<file path="src/rtl/alu_issue_wb.sv">
// alu_issue_wb: sequential issue / write-back unit in front of the 16-bit ALU.
// It accepts one register-format instruction per three cycles and owns the
// architectural register file (R0 hardwired to zero) and the carry flag.
// The ALU itself is external and purely combinational: this unit drives
// PORT1/PORT2/ALUCON from registers and samples ALUOUT/CARRY one cycle later.
module alu_issue_wb #(
   parameter int unsigned         DATA_W    = 16,
   parameter logic [DATA_W-1:0]   RESET_VAL = '0
) (
   input  logic              clk,
   input  logic              reset_n,
   // instruction side
   input  logic              INSTR_VALID,
   output logic              INSTR_READY,
   input  logic [3:0]        OPCODE,
   input  logic [2:0]        RD,
   input  logic [2:0]        RS,
   input  logic [2:0]        RT,
   input  logic [7:0]        IMM,
   // ALU side
   output logic [DATA_W-1:0] PORT1,
   output logic [DATA_W-1:0] PORT2,
   output logic [2:0]        ALUCON,
   input  logic [DATA_W-1:0] ALUOUT,
   input  logic              CARRY,
   // status
   output logic              DONE,
   output logic              ERR,
   output logic              CFLAG,
   // debug read port
   input  logic [2:0]        DBG_ADDR,
   output logic [DATA_W-1:0] DBG_DATA
);

   // Opcode map. 10..15 are illegal and produce ERR instead of DONE.
   localparam logic [3:0] OP_ADD = 4'd0;
   localparam logic [3:0] OP_SUB = 4'd1;
   localparam logic [3:0] OP_SRA = 4'd7;
   localparam logic [3:0] OP_SLT = 4'd8;
   localparam logic [3:0] OP_LDI = 4'd9;

   // ALU function selects used for the synthesized instructions.
   localparam logic [2:0] ALU_ADD = 3'b000;
   localparam logic [2:0] ALU_SUB = 3'b001;

   typedef enum logic [1:0] {
      S_IDLE,
      S_EXEC,
      S_WB
   } state_t;

   // The parts of the instruction still needed after the accept edge.
   typedef struct packed {
      logic [3:0] op;
      logic [2:0] rd;
   } instr_t;

   state_t            state;
   state_t            state_nxt;
   instr_t            cur;
   logic [DATA_W-1:0] rf [8];
   logic [DATA_W-1:0] result;
   logic              carry_cap;

   logic              accept;
   logic              legal;
   logic [DATA_W-1:0] rs_val;
   logic [DATA_W-1:0] rt_val;
   logic [DATA_W-1:0] imm_ext;

   // R0 is never written, but gating the read keeps it zero even though
   // its storage is reset to RESET_VAL like every other entry.
   assign rs_val   = (RS == 3'd0)       ? '0 : rf[RS];
   assign rt_val   = (RT == 3'd0)       ? '0 : rf[RT];
   assign DBG_DATA = (DBG_ADDR == 3'd0) ? '0 : rf[DBG_ADDR];

   assign imm_ext  = {{(DATA_W-8){IMM[7]}}, IMM};
   assign accept   = INSTR_VALID && (state == S_IDLE);
   assign legal    = (cur.op <= OP_LDI);

   // FSM state register
   always_ff @(posedge clk or negedge reset_n) begin
      if (!reset_n) state <= S_IDLE;
      else          state <= state_nxt;
   end

   // FSM next state and handshake / status outputs
   always_comb begin
      state_nxt   = state;
      INSTR_READY = 1'b0;
      DONE        = 1'b0;
      ERR         = 1'b0;
      case (state)
         S_IDLE: begin
            INSTR_READY = 1'b1;
            if (INSTR_VALID) state_nxt = S_EXEC;
         end
         S_EXEC: begin
            state_nxt = S_WB;
         end
         S_WB: begin
            DONE      = legal;
            ERR       = !legal;
            state_nxt = S_IDLE;
         end
         default: begin
            state_nxt = S_IDLE;
         end
      endcase
   end

   // Latch opcode and destination on the accept edge
   always_ff @(posedge clk or negedge reset_n) begin
      if (!reset_n) begin
         cur <= '0;
      end else if (accept) begin
         cur <= '{op: OPCODE, rd: RD};
      end
   end

   // ALU drive registers: only an accept edge with a legal opcode moves them,
   // so they hold steady through EXEC and WB and across illegal instructions.
   always_ff @(posedge clk or negedge reset_n) begin
      if (!reset_n) begin
         PORT1  <= '0;
         PORT2  <= '0;
         ALUCON <= ALU_ADD;
      end else if (accept) begin
         if (OPCODE <= OP_SRA) begin
            // NOT/SLA/SRA still load PORT2; the ALU ignores it
            PORT1  <= rs_val;
            PORT2  <= rt_val;
            ALUCON <= OPCODE[2:0];
         end else if (OPCODE == OP_SLT) begin
            // SLT is a subtract whose signed-less-than CARRY is the answer
            PORT1  <= rs_val;
            PORT2  <= rt_val;
            ALUCON <= ALU_SUB;
         end else if (OPCODE == OP_LDI) begin
            // LDI passes the immediate through the adder with zero
            PORT1  <= imm_ext;
            PORT2  <= '0;
            ALUCON <= ALU_ADD;
         end
      end
   end

   // Capture the ALU result and carry at the end of EXEC
   always_ff @(posedge clk or negedge reset_n) begin
      if (!reset_n) begin
         result    <= '0;
         carry_cap <= 1'b0;
      end else if (state == S_EXEC) begin
         result    <= (cur.op == OP_SLT) ? {{(DATA_W-1){1'b0}}, CARRY} : ALUOUT;
         carry_cap <= CARRY;
      end
   end

   // Register file write-back at the end of WB; R0 writes are dropped
   always_ff @(posedge clk or negedge reset_n) begin
      if (!reset_n) begin
         for (int i = 0; i < 8; i++) rf[i] <= RESET_VAL;
      end else if (state == S_WB && legal && cur.rd != 3'd0) begin
         rf[cur.rd] <= result;
      end
   end

   // Carry flag: ADD/SUB/SLT take the ALU carry, logic and shift ops clear
   // it, LDI and illegal opcodes leave it alone.
   always_ff @(posedge clk or negedge reset_n) begin
      if (!reset_n) begin
         CFLAG <= 1'b0;
      end else if (state == S_WB) begin
         if (cur.op == OP_ADD || cur.op == OP_SUB || cur.op == OP_SLT)
            CFLAG <= carry_cap;
         else if (cur.op <= OP_SRA)
            CFLAG <= 1'b0;
      end
   end

endmodule

</file>
<file path="config.mk">
export PLATFORM = sky130hd
export DESIGN_NAME = alu_issue_wb
export DESIGN_NICKNAME = d
export VERILOG_FILES = /design/src/rtl/alu_issue_wb.sv
export SDC_FILE = /design/constraint.sdc
export NUM_CORES = 1
export LEC_CHECK = 0
export CAP_MARGIN = 0
export CELL_PAD_IN_SITES_DETAIL_PLACEMENT = 0
export CELL_PAD_IN_SITES_GLOBAL_PLACEMENT = 2
export CORE_MARGIN = 8
export CORE_UTILIZATION = 36
export CTS_BUF_LIST = sky130_fd_sc_hd__clkbuf_4 sky130_fd_sc_hd__clkbuf_8 sky130_fd_sc_hd__clkbuf_16
export CTS_CLUSTER_DIAMETER = 80
export DETAILED_ROUTE_END_ITERATION = 6
export PLACE_DENSITY = 0.82
export SYNTH_ARGS = -nofsm -noshare
export SYNTH_HDL_FRONTEND = slang
export SYNTH_SLANG_ARGS = --single-unit
</file>
<file path="constraint.sdc">
create_clock -name clk -period 2.85 [get_ports clk]
set_input_delay 0.855 -clock clk [delete_from_list [all_inputs] [get_ports clk]]
set_output_delay 0.855 -clock clk [all_outputs]
set_load 0.01 [all_outputs]
</file>
; After elaboration in Yosys (flattened, before gate mapping)
; Index checks and enable logic that the tools add are counted.
[word_totals]
ff_bits = 190
out_inout_bits = 55
[op_classes]
n_lt_le_gt_ge = 8
eq_ne = 7
muxes = 32
n_bitwise = 4
n_reduce_logical = 17
[op_table]
columns = operator, n
row1 = 16-bit two-way mux, 17
row2 = 16-bit binary-select mux with 3-bit select, 3
row3 = 128-bit bitwise mux, 1
row4 = 16-bit demux with 3-bit select, 1
row5 = 4-bit >= comparator (second input constant), 4
row6 = 3-bit NOT with 4-bit output, 4
row7 = 4-bit equality test (second input constant), 3
row8 = 3-bit logical NOT, 3
row9 = 3-bit two-way mux, 3
row10 = 4-bit by 3-bit less-or-equal comparator with 1-bit output (second input constant), 2
row11 = 3-bit nonzero test, 2
row12 = 1-bit two-way mux, 5
row13 = 4-bit by 1-bit equality test with 1-bit output (second input constant), 1
row14 = 4-bit less-or-equal comparator (second input constant), 1
row15 = 1-bit logical AND, 4
row16 = 4-bit logical NOT, 1
row17 = 4-bit by 1-bit < comparator with 1-bit output (second input constant), 1
row18 = 2-bit one-hot mux with 2 select lines, 1
row19 = 2-bit AND reduction, 2
row20 = 2-bit by 1-bit equality test with 1-bit output (second input constant), 1
row21 = 2-bit equality test (second input constant), 1
row22 = 2-bit logical NOT, 1
row23 = 1-bit logical OR, 2
row24 = 2-bit two-way mux, 1
row25 = other kinds (3), 3

; Longest topological paths before layout
; Gate-level depths: netlist of the first run.
[logic_depth]
word_depth = 7
mapped_depth = 6

; Worst setup path after synthesis of the first run
; Ideal clock, no wire load.
[synth_timing]
path_kind = input -> output
startpoint = input DBG_ADDR[0]
endpoint = output DBG_DATA[7]
arrival_ns = 2.101
t_required_ns = 1.995
slack_ns = -0.106
stages = 5
cell_sequence = buf_2 buf_1 mux4_2 nand2_1 o21ai_0
[synth_via]
elab_chain_len = 5
word_cells_on_any_way = 6
cone_classes = mux (4) / bitwise (1) / reduce/logical (1)
[synth_lines]
columns = item, line
row1 = "start, declared", 31  ; input logic [2:0] DBG_ADDR,
row2 = 3-bit NOT with 4-bit output (implied by the code), 75  ; assign DBG_DATA = (DBG_ADDR == 3'd0) ? '0 : rf[DBG_ADDR];
row3 = 16-bit binary-select mux with 3-bit select, 75
row4 = 16-bit two-way mux (implied by the code) (2 in series), 75
row5 = 16-bit two-way mux *, 75
row6 = "end, declared", 32  ; output logic [DATA_W-1:0] DBG_DATA
; Every way passes the cells marked *; elsewhere a longest branch is shown, timed or not. The select of a mux whose other input is x is not followed.

; Worst setup path in the final report of the first run
[layout_timing]
startpoint = input DBG_ADDR[1]
endpoint = output DBG_DATA[1]
; Same word-level chain as after synthesis.

==> out/results.txt, run 1 <==
The ratio of cells with drive above 1 in the final layout works out to 43.3%. For this run, the detailed router's first-pass iteration total came to 4. The critical path ends at DBG_DATA[1]. The global router's overall resource usage was 17.0%; the maximum clock frequency was 351 MHz. The library cell used most frequently in the layout, excluding fill and tap cells, is mux2_2. The run gives 6671 as the vias after detailed routing.

The post-CTS clock slew at the launch and capture registers of the worst setup and hold paths is 0.06 ns, and the post-route worst setup slack is 0.00231 ns. For the worst clock skew, the log shows 0.0104 ns. The H-tree level count was 4; the maximum number of buffers from clock root to sink was 2. By instance count, the cell type seen most on the critical path is buf_12. In the routed layout, each cell is associated on average with a via count of 5.55. At the end of routability-driven placement, the weighted congestion stood at 0.821. Setup repair after global routing could not meet its margin everywhere. In the routed design, unresolved DRC markers number 0. The number of sinks driven by the clock tree is 174, and the peak fanout along the critical path is 6.

Grouping stages by cell kind, the critical path spends the most delay in buffers and inverters. The tools report the worst slew margin relative to its limit as 21.0%. The cell with the largest stage delay on the worst path was mux2_4. The die covers 0.0317 mm².

0 antenna diodes ended up in the layout. The startpoint identified for the worst register-to-register timing path is cur[5]. The worst hold path belongs to the class in -> async.

The worst path buffer plus inverter count is 4, and the critical path data required time is 2.00 ns. The half-perimeter wire length after placement was 19.0 mm. CTS placed an instance of clkbuf_16 at the clock tree root. Registers are responsible for 43.6% of the overall power.

TritonCTS built the clock tree. The layout has 2313 filler cells. The run gives 0 as the total of endpoints with negative setup slack in the final report. The die is 178 µm wide. The worst setup path is of the in -> out kind. Detailed router's first-iteration violation count: 509. Dividing the final minimum period by the clock period gives 99.9%. In this run the worst setup path begins at DBG_ADDR[1]. The floorplan step defined a core boundary enclosing 0.0259 mm². Overflow left after global routing: 0. The initial antenna violation count is 0. The site row count is 59.

The via count of the first global-routing pass was 6919; the total power per unit cell area was 832 mW/mm². From synthesis to final layout, the design area changed by 27.1%. The tools report the number of library cell types mapped by synthesis as 43. In the final design database the tool counted 898 nets. The overall die height is 178 µm, and the final-report hold violation count is 0. The tools report the synthesized instance count as 741. For this run, the number of Yosys warnings is 0. The logs give 785 for the synthesized netlist net count and 1161 for the total placed cells including tap cells. In this run the number of cells on the critical path is 7.

The number of cells in the finished layout apart from fillers was 1202; the data arrival at the endpoint of the critical path was 1.99 ns. After layout, the minimum clock period comes to 2.85 ns. Count of input and output buffers: 98. The tool flagged a number of max-cap violations equal to 0. Entering global routing, the biggest net connects 56 pins. The switching share of power is 32.5%, and the remaining antenna violation count is 0.

Top-level port count: 99. For this block, the routed nets add up to 26.3 mm of wire. The critical path goes through buf_12, buf_12, buf_8, mux2_4, a221oi_2, a21oi_1, buf_2. For the worst-skew pair, the clock arrives at the later sink with an insertion delay of 0.43 ns.

Counting flops with an async set or reset pin after synthesis yields a share of 100%. The initial utilization of the core area, before any placement, comes to 36.5%. The reg-to-reg endpoint is rf[109]. A synthesized cell averages 12.8 µm².

For flop-to-flop paths, the worst setup slack is 0.77 ns. The power share of the combinational group is 30.9%. Prior to clock tree synthesis, the placed netlist has a worst setup slack of -0.893 ns. The netlist area before placement was 0.00945 mm².

The flow ran to the end, and the final reports show no timing, DRC or antenna violations. The final number of max-transition violations is 0. The run gives 0.00325 W as the switching power summed over all nets. In this run, synthesis produced a sequential element count of 174.

The TritonCTS buffer count was 17. The most used flip-flop cell after synthesis is dfrtp_1. The delay of the slowest cell on the worst path was 0.30 ns. The worst setup path is captured at an output pin. The internal power of the cells totals 0.00674 W.

After routing, the total negative slack on setup checks comes to 0 ns. The worst-case IR drop observed on VDD is 0.354 mV. The transition time at the pin with the least slew margin is 1.18 ns. The clock power share is 25.4%. The average routed wire per standard cell was 21.9 µm. Yosys mapped a number of flops with a built-in enable equal to 0.

The number of cells on the worst reg-to-reg path was 4. Sequential cells were found to cover 46.1% of the synthesized design area. STA classifies the critical path startpoint as a primary input. For this design the static power due to leakage is 5.32 nW. In the layout the commonest cells are 177 x mux2_2, 174 x dfrtp_1, 76 x clkdlybuf4s50_1. The first global-routing pass estimated 41.9 mm of wire.
-- power groups by stage --
stage	Sequential [W]	Combinational [W]	Clock [W]
floorplan	0.00399	0.00196	0
global placement	0.00430	0.00298	0
detailed placement	0.00433	0.00302	0
CTS	0.00431	0.00308	0.00258
global route	0.00449	0.00334	0.00270
finish	0.00436	0.00309	0.00254
-- what timing repair did --
item                       in CTS  in global routing
buffers inserted                8                  3
pin swaps                       9                  6
setup endpoints to repair      16                 13
hold buffers                    0                  0
cloned                          2                  0
hold endpoints to repair        0                  0
gates resized for setup       130                 15
-- cells by family (layout without fill, tap and decap cells) --
kind of cell           after synthesis  count (layout)  share of synthesized area, %
AO/OA/AOI/OAI                      131             131                          9.94
flip-flops                         174             174                          46.1
buffers and inverters               78             204                          3.89
multiplexers                       236             236                          32.6
AND/OR/NAND/NOR                    122             122                          7.52
-- state kept, by name, indices dropped and copies added (netlist names) --
register   count
rf           112
PORT1         16
PORT2         16
result        16
cur            7
ALUCON         3
state          2
CFLAG          1
carry_cap      1
-- per-stage QoR --
step | util [%] | power [W] | instance area, µm² | hold WS, ns
after floorplan | - | 0.00595 | 9460 | 0.471
after global placement | 42.7 | 0.00728 | 11100 | 0.466
after detailed placement | 42.7 | 0.00735 | 11100 | 0.472
after CTS | 46.1 | 0.00997 | 11900 | 0.370
after global routing | 46.4 | 0.0105 | 12000 | 0.385
final | 46.4 | 0.00999 | 12000 | 0.363
-- layer usage --
layer / global-route usage, % / vias to the layer above / part of all wire, %
met1: 25.0 / 3400 / 49
met2: 25.5 / 196 / 45
met4: 4.41 / 0 / 1.2
li1: - / 3052 / -
met3: 3.05 / 23 / 5.0
met5: 0 / - / 0
-- worst min path at each step --
stage          slack (ns)  cells after the start      start   endpoint
3_3_place_gp         0.47                      2   PORT2[3]   PORT2[3]
3_5_place_dp         0.47                      2   PORT2[9]   PORT2[9]
4_1_cts              0.37                      1    reset_n  result[0]
5_1_grt              0.38                      1    reset_n  result[1]
2_1_floorplan        0.47                      1  carry_cap  carry_cap
6_report             0.36                      1    reset_n  result[1]
-- cell usage after synthesis, types with 3 or more instances --
cell type	count	share of area, %
a21oi_1	17	0.90
a221oi_1	41	3.8
a22oi_1	3	0.24
and3_1	7	0.46
buf_1	3	0.12
buf_2	21	1.1
buf_4	3	0.24
buf_6	5	0.60
clkbuf_1	31	1.2
dfrtp_1	174	46
inv_1	15	0.60
mux2_2	182	22
mux2i_1	15	1.6
mux4_2	39	9.3
nand2_1	56	2.2
nand2b_1	3	0.20
nand3b_4	3	0.64
nor2_1	3	0.12
nor2b_1	26	1.7
nor3_1	8	0.42
nor3b_1	3	0.24
o21ai_0	22	1.2
o22a_1	8	0.74
o22ai_1	8	0.53
o31ai_1	22	1.7
-- layout make-up --
type | instances | area (µm²) | area share (%)
Inverter | 15 | 56.3 | 0.469
Multi-Input combinational cell | 489 | 4900 | 40.8
Sequential cell | 174 | 4350 | 36.3
Clock buffer | 20 | 460 | 3.83
Clock inverter | 12 | 181 | 1.51
Timing Repair Buffer | 157 | 1640 | 13.6
Tap cell | 335 | 419 | 3.49
Power figures use the tool's default switching activity.
==> run 2, diff against run 1 <==
--- a/config.mk
+++ b/config.mk
@@ -5,11 +5,12 @@
 export SDC_FILE = /design/constraint.sdc
 export NUM_CORES = 1
 export LEC_CHECK = 0
+export ABC_AREA = 1
 export CAP_MARGIN = 0
 export CELL_PAD_IN_SITES_DETAIL_PLACEMENT = 0
 export CELL_PAD_IN_SITES_GLOBAL_PLACEMENT = 2
 export CORE_MARGIN = 8
-export CORE_UTILIZATION = 36
+export CORE_UTILIZATION = 30
 export CTS_BUF_LIST = sky130_fd_sc_hd__clkbuf_4 sky130_fd_sc_hd__clkbuf_8 sky130_fd_sc_hd__clkbuf_16
 export CTS_CLUSTER_DIAMETER = 80
 export DETAILED_ROUTE_END_ITERATION = 6
==> run 2 against run 1 <==
  * Die area grew 27%
  * Core utilization decreased by 8.7 points
  * Clock skew is 0.0043 ns higher
  * Maximum frequency grew 1.3%
  * Power increased by 4.1%
  * Routed wire length is 46% higher
  * Via count up 48%
  * Synthesized area rose by 8.3%
  * Critical path type unchanged
==> out/results.txt, run 2 <==
The flow ran to the end, and the final reports show no timing, DRC or antenna violations. STA classifies the critical path startpoint as a primary input. The detailed router's first-iteration violation count came out at 919.

The clock passes through at most 2 buffers. The area share of the largest cell type after synthesis works out to 46.5%. Dividing the final minimum period by the clock period gives 98.6%. For met3 alone, demand over resource in global routing was 3.02%. For this run, design rule violations remaining after detail routing come to 0. Data on the critical path is required at its endpoint by 2.00 ns. Critical path class: in -> out. Power spread over the standard cell area amounts to 822 mW/mm².

The number of sinks driven by the clock tree is 190. The worst hold-check path type was reg -> reg. Counting I/O delays and the setup requirement, the final critical path takes 2.81 ns. In this run the core area contains 67 standard-cell rows.

Yosys mapped a number of flops with a built-in enable equal to 0. After synthesis the cells add up to 0.0102 mm². Most utilized layer in the global route result: met2. The global router's overall resource usage is 19.0%. The post-layout instance area is 0.0126 mm², and the initial antenna violation count is 0. The biggest area consumer among synthesized cells is dfrtp_1. After synthesis, the netlist uses 29 different library cells. The vias after detailed routing was 9840; the synthesized instance count was 1416.

The top-level port count was 99; the synthesized netlist net count was 1460. In the layout the commonest cells are 390 x nand2_1, 190 x dfrtp_1, 161 x nand3_1. The weighted congestion reported at the end of routability-driven placement was 0.788; the met2 usage was 30.6%. At the worst endpoint, the arrival time is 1.96 ns. The logs give 0.0335 mm² for the placeable core area and 0.0147 ns for the worst clock skew. TritonCTS built the clock tree. Met1 layer usage reported by global route: 25.9%.

CTS built an H-tree with a depth of 4. Port buffering added 98 buffers. The sequential fraction of the synthesis area came out at 46.5%. The register with the most flip-flops in the layout has 128 of them.

The pin count of the biggest net entering global routing was 62. For this run, the post-layout net count is 1525. The kind of end point of the critical path is an output pin. The initial utilization of the core area, before any placement, comes to 30.5%.

Clock latency on the worst-skew pair, taken at its later pin, is 0.46 ns. Of all flip-flops after synthesis, the portion carrying an async set or reset was 100%. Summed over all layers, the routed wires come to 38.4 mm.

The die extent in x was 201 µm. The relative area change from synthesis to final layout is 23.5%, and the final hold slack is 0.382 ns. The via count of the first global-routing pass was 9570; the delay of the slowest cell on the worst path was 0.18 ns.

For this run the aggregate overflow at the end of global routing stands at 0. Leaving out fill and tap cells, the most frequent cell in the layout is nand2_1. The root cell of the clock tree is clkbuf_16. The die covers 0.0403 mm².

The commonest cells after synthesis are 391 x nand2_1, 190 x dfrtp_1, 161 x nand3_1. The number of vias per cell after detailed routing was 5.07. The peak fanout along the critical path is 8, and the mean cell area of the mapped netlist is 7.23 µm². By instance count, the leading cell after synthesis is nand2_1. Once detail routing completed, the nets flagged for antenna violations numbered 0. Final-report hold violation count: 0. The tool flagged a number of max-cap violations equal to 0. The most used flip-flop cell after synthesis is dfrtp_1.

Setup repair after global routing left no endpoint under its margin. The number of iterations in the first detailed-routing pass is 6, and the slack of the worst reg-to-reg path is 1.12 ns. The maximum clock frequency came out at 356 MHz. The tools report the half-perimeter wire length after placement as 25.2 mm.

The post-layout total power is 0.0104 W, and the overall die height is 201 µm. By area the synthesized netlist is led by dfrtp_1 46%, nand2_1 14%, nand3_1 7.9%, o21ai_1 5.9%, o21ai_0 5.6%. The slowest stage of the critical path is the buf_6 cell. The worst-case IR drop observed on VDD is 0.383 mV. Summing all placed instances gives a cell area of 0.0120 mm². The first global-routing pass estimated 59.6 mm of wire. Most flop-heavy register: rf. The average routed wire per standard cell was 19.8 µm.

The post-route netlist has 10.6% of its cells at a drive strength greater than 1. The final number of max-transition violations was 0; the number of flip-flops and latches in the synthesized netlist was 190. The Yosys step of the flow raised 0 warnings.

The standby leakage power was 5.77 nW. The number of buffers added for setup after CTS is 0, and the TritonCTS buffer count is 17. The repair_antennas step left the layout with diodes totalling 0.

Walking the worst path, the cells encountered are buf_6, buf_6, nor2_2, nand2_2, buf_12, buf_12, nand2_1, nor2_2, buf_2. At the pin with the least slew margin, the transition time is 0.629 ns. For the total of endpoints with negative setup slack in the final report, the log shows 0. After clock tree synthesis, the clock-pin slew on the worst setup and hold paths is 0.07 ns.

In this run the tightest slew margin relative to its limit is 58.0%.
-- run 2: cell types whose count changed in the layout (fill, tap and decap cells not counted), moves of 75 or more --
cell,change
o21ai_0,+75
inv_1,+97
nand2_1,+334
nand3_1,+160
mux2_2,-177
o21ai_1,+139
-- run 2: through the flow --
step                setup TNS (ns)  instances  setup WS (ns)  utilization (%)
detailed placement          -13.72       1909         -0.978             35.7
floorplan                        0       1416          0.165                -
CTS                        -0.0680       1941        -0.0614             37.5
global placement            -13.76       1909          -1.00             35.7
finish                           0       1942         0.0398             37.7
global route                     0       1942        0.00339             37.7
-- run 2: power by group --
group,internal (W),total (W),switching [W]
registers,0.00364,0.00447,0.000831
logic,0.00135,0.00330,0.00195
clock network,0.00142,0.00263,0.00121
total,0.00640,0.0104,0.00400
-- run 2: path summary, 6_finish.rpt --
kind	cells past startpoint	from	endpoint
setup / recovery	9	DBG_ADDR[0]	DBG_DATA[6]
hold / removal	0	rf[113]	rf[113]
setup reg to reg	4	cur[5]	result[0]
hold reg to reg	0	rf[113]	rf[113]
max in group asynchronous	2	reset_n	rf[29]
min in group asynchronous	1	reset_n	PORT1[10]
-- run 2: repair_timing --
action,CTS,global route
gates resized for setup,92,33
gates cloned,0,1
pin swaps,6,12
hold buffers,0,0
endpoints found under the setup margin,16,16
-- run 2: final cells by class --
class	instances	area [µm²]
inverter	119	453
fill	3576	20900
clock inverter	15	198
clock buffer	17	425
timing repair buffer	159	1640
multi-input combinational	994	4610
tap	448	561
sequential	190	4750
-- run 2: cells by family after synthesis --
family / share of synthesized area, %
AND/OR/NAND/NOR: 25.9
AO/OA/AOI/OAI: 18.5
buffers and inverters: 9.10
flip-flops: 46.5
-- run 2: layer usage --
metal	up-vias	wire, µm
met3	45	1710
met5	-	0
li1	4776	-
met2	292	17900
met4	0	816
met1	4727	17900
-- run 2: worst max-delay path, delay by kind of cell --
kind | cells | cell delay (ns)
buffers and inverters | 5 | 0.71
and+or+nand+nor | 4 | 0.36
==> run 3, diff against run 2 <==
--- a/config.mk
+++ b/config.mk
@@ -15,6 +15,7 @@
 export CTS_CLUSTER_DIAMETER = 80
 export DETAILED_ROUTE_END_ITERATION = 6
 export PLACE_DENSITY = 0.82
+export SKIP_CTS_REPAIR_TIMING = 1
 export SYNTH_ARGS = -nofsm -noshare
 export SYNTH_HDL_FRONTEND = slang
 export SYNTH_SLANG_ARGS = --single-unit
==> run 3 against run 2 <==
  * Cell area grew 0.45%
  * Clock-buffer cell count is the same
  * Routed wire length is essentially flat
  * Worst hold slack is essentially flat
  * Sequential share of layout area shrank 0.17 points
  * Sequential power is essentially flat
  * Critical path type unchanged
  * Clock power is essentially flat
==> out/results.txt, run 3 (synthesized netlist as in run 2, its figures left out) <==
For the pin count of the biggest net entering global routing, the log shows 62. The count of nets left with antenna violations once routing finished came out at 0. The congestion estimate from routability-driven global placement came to 0.788. After clock tree synthesis, the clock-pin slew on the worst setup and hold paths is 0.07 ns. The run gives 0.0120 ns as the worst clock skew. Measured against its own limit, the worst slew margin works out to 58.3%. Most flop-heavy register: rf. At the worst endpoint, the arrival time is 1.95 ns. Type of origin of the critical path: a primary input.

Total area of multi-input combinational cells: 0.00460 mm². Summed over all nets, the half-perimeter wirelength after detailed placement is 25.2 mm. TritonCTS built the clock tree. The clock passes through at most 2 buffers. The count of input and output buffers is 98, and the number of vias per cell after detailed routing is 5.03. For the worst setup path, the data required time is 2.00 ns.

The largest voltage drop on the vdd net came out at 0.381 mV. For the placeable core area, the log shows 0.0335 mm². The flow ran to the end, and the final reports show no timing, DRC or antenna violations.

The register with the most flip-flops in the layout has 128 of them. At the placement stage, the worst setup path has a slack of -0.978 ns. At the end of the flow the core is filled with cells to 37.9%. Setup violations remaining at the end of the flow were counted as 0. The H-tree was split into 4 levels. Critical path class: in -> out. The overall die height works out to 201 µm. The tools report the overflow left after global routing as 0.

The logs give 0.00475 mm² for the area used by sequential logic in the layout and 5.82 nW for the standby leakage power. The maximum clock frequency is 357 MHz. The share of the clock period used by the worst path after layout is 98.3%. Kind of end point of the critical path: an output pin. The routed design has 38.4 mm of wire. For this run, the post-layout net count is 1528. The run gives 6 as the number of iterations in the first detailed-routing pass. In the layout the commonest cells are 390 x nand2_1, 190 x dfrtp_1, 161 x nand3_1. The logs give 9583 for the via count of the first global-routing pass and 99 for the top-level port count.

The die is 201 µm wide. 0 antenna diodes ended up in the layout. The routed layout has 9785 vias.

The die area came out at 0.0403 mm². The tools report the final-report hold violation count as 0. The path class of the tightest hold or removal check is in -> async. In the global route stage, overall resource usage came out at 19.0%. For the final number of max-transition violations, the log shows 0. Buffers inserted during clock tree synthesis total 17. The insertion delay of the later-clocked pin in the worst-skew pair is 0.45 ns. The detailed router finished its first iteration with 865 violations. Max-cap violations in this run came to 0. At the pin with the least slew margin, the transition time is 0.624 ns.

The minimum clock period after layout works out to 2.80 ns. Setup repair after global routing could not meet its margin everywhere. The completed layout was analyzed and its total power is 0.0104 W.

The final hold slack was 0.382 ns; the site row count was 67. The wire length of the first global-routing pass was 59.6 mm; the number of filler instances in the final layout was 3584. Compared with the post-synthesis result, the final layout area differs by 24.1%. The library cell used most frequently in the layout, excluding fill and tap cells, is nand2_1. Once the floorplan was initialized, standard cells occupied 30.5% of the core. In this run the clock root is driven by a clkbuf_16. In the final layout, the share of cells above drive strength 1 is 10.5%. Dividing the detail-routed wire length by the instance count gives 19.7 µm. The logs give 0.0472 ns for the post-route worst setup slack and 0 for the total DRC errors in the routed layout. The clock net in this run drives a total of 190 sinks. Of all nets on the critical path, the largest fanout is 7. The initial antenna violation count was 0; the total power per unit cell area was 820 mW/mm².
## run 3: per-stage QoR
| step | cell area [µm²] | setup TNS (ns) | std cells |
|---|---|---|---|
| 6_report | 12700 | 0 | 1945 |
| 5_1_grt | 12700 | -0.00681 | 1945 |
| 4_1_cts | 12600 | -13.99 | 1941 |
| 3_5_place_dp | 12000 | -13.72 | 1909 |
| 3_3_place_gp | 12000 | -13.76 | 1909 |
| 2_1_floorplan | 10200 | 0 | 1416 |
## run 3: layout make-up
cell class              instances  share of cell area (%)
flip-flops and latches        190                    37.4
multi-input cells             994                    36.3
repair buffers                162                    13.4
well taps                     448                    4.41
inverters                     119                    3.61
clock buffers                  17                    3.35
clock inverters                15                    1.56
## run 3: final timing paths
path | start | to | slack (ns) | depth (start not counted)
max in group asynchronous | reset_n | rf[38] | 1.78 | 2
max reg2reg | cur[5] | result[0] | 1.14 | 4
min | reset_n | PORT1[9] | 0.38 | 1
min in group clk | rf[124] | rf[124] | 0.38 | 0
min reg2reg | rf[124] | rf[124] | 0.38 | 0
max | DBG_ADDR[1] | DBG_DATA[12] | 0.05 | 10
## run 3: where the power goes
group          internal (W)  leakage [nW]  total, W  switching (W)
combinational       0.00135          3.03   0.00331        0.00196
sequential          0.00364          2.48   0.00447       0.000832
clock               0.00142         0.310   0.00263        0.00122
## run 3: metal layers
layer  vias up  GRT usage [%]  routed length (µm)
met1      4687           25.8               17800
met3        48           3.03                1830
li1       4788              -                   -
met2       262           30.4               17800
met4         0           6.54                 941
met5         -              0                   0
## run 3: critical path: stages
cell	delay, ns
buf_6	0.10
inv_6	0.04
buf_12	0.14
clkbuf_16	0.15
a21oi_2	0.09
o21ai_1	0.07
o21ai_1	0.08
nor2_1	0.07
nor2_2	0.17
buf_2	0.17
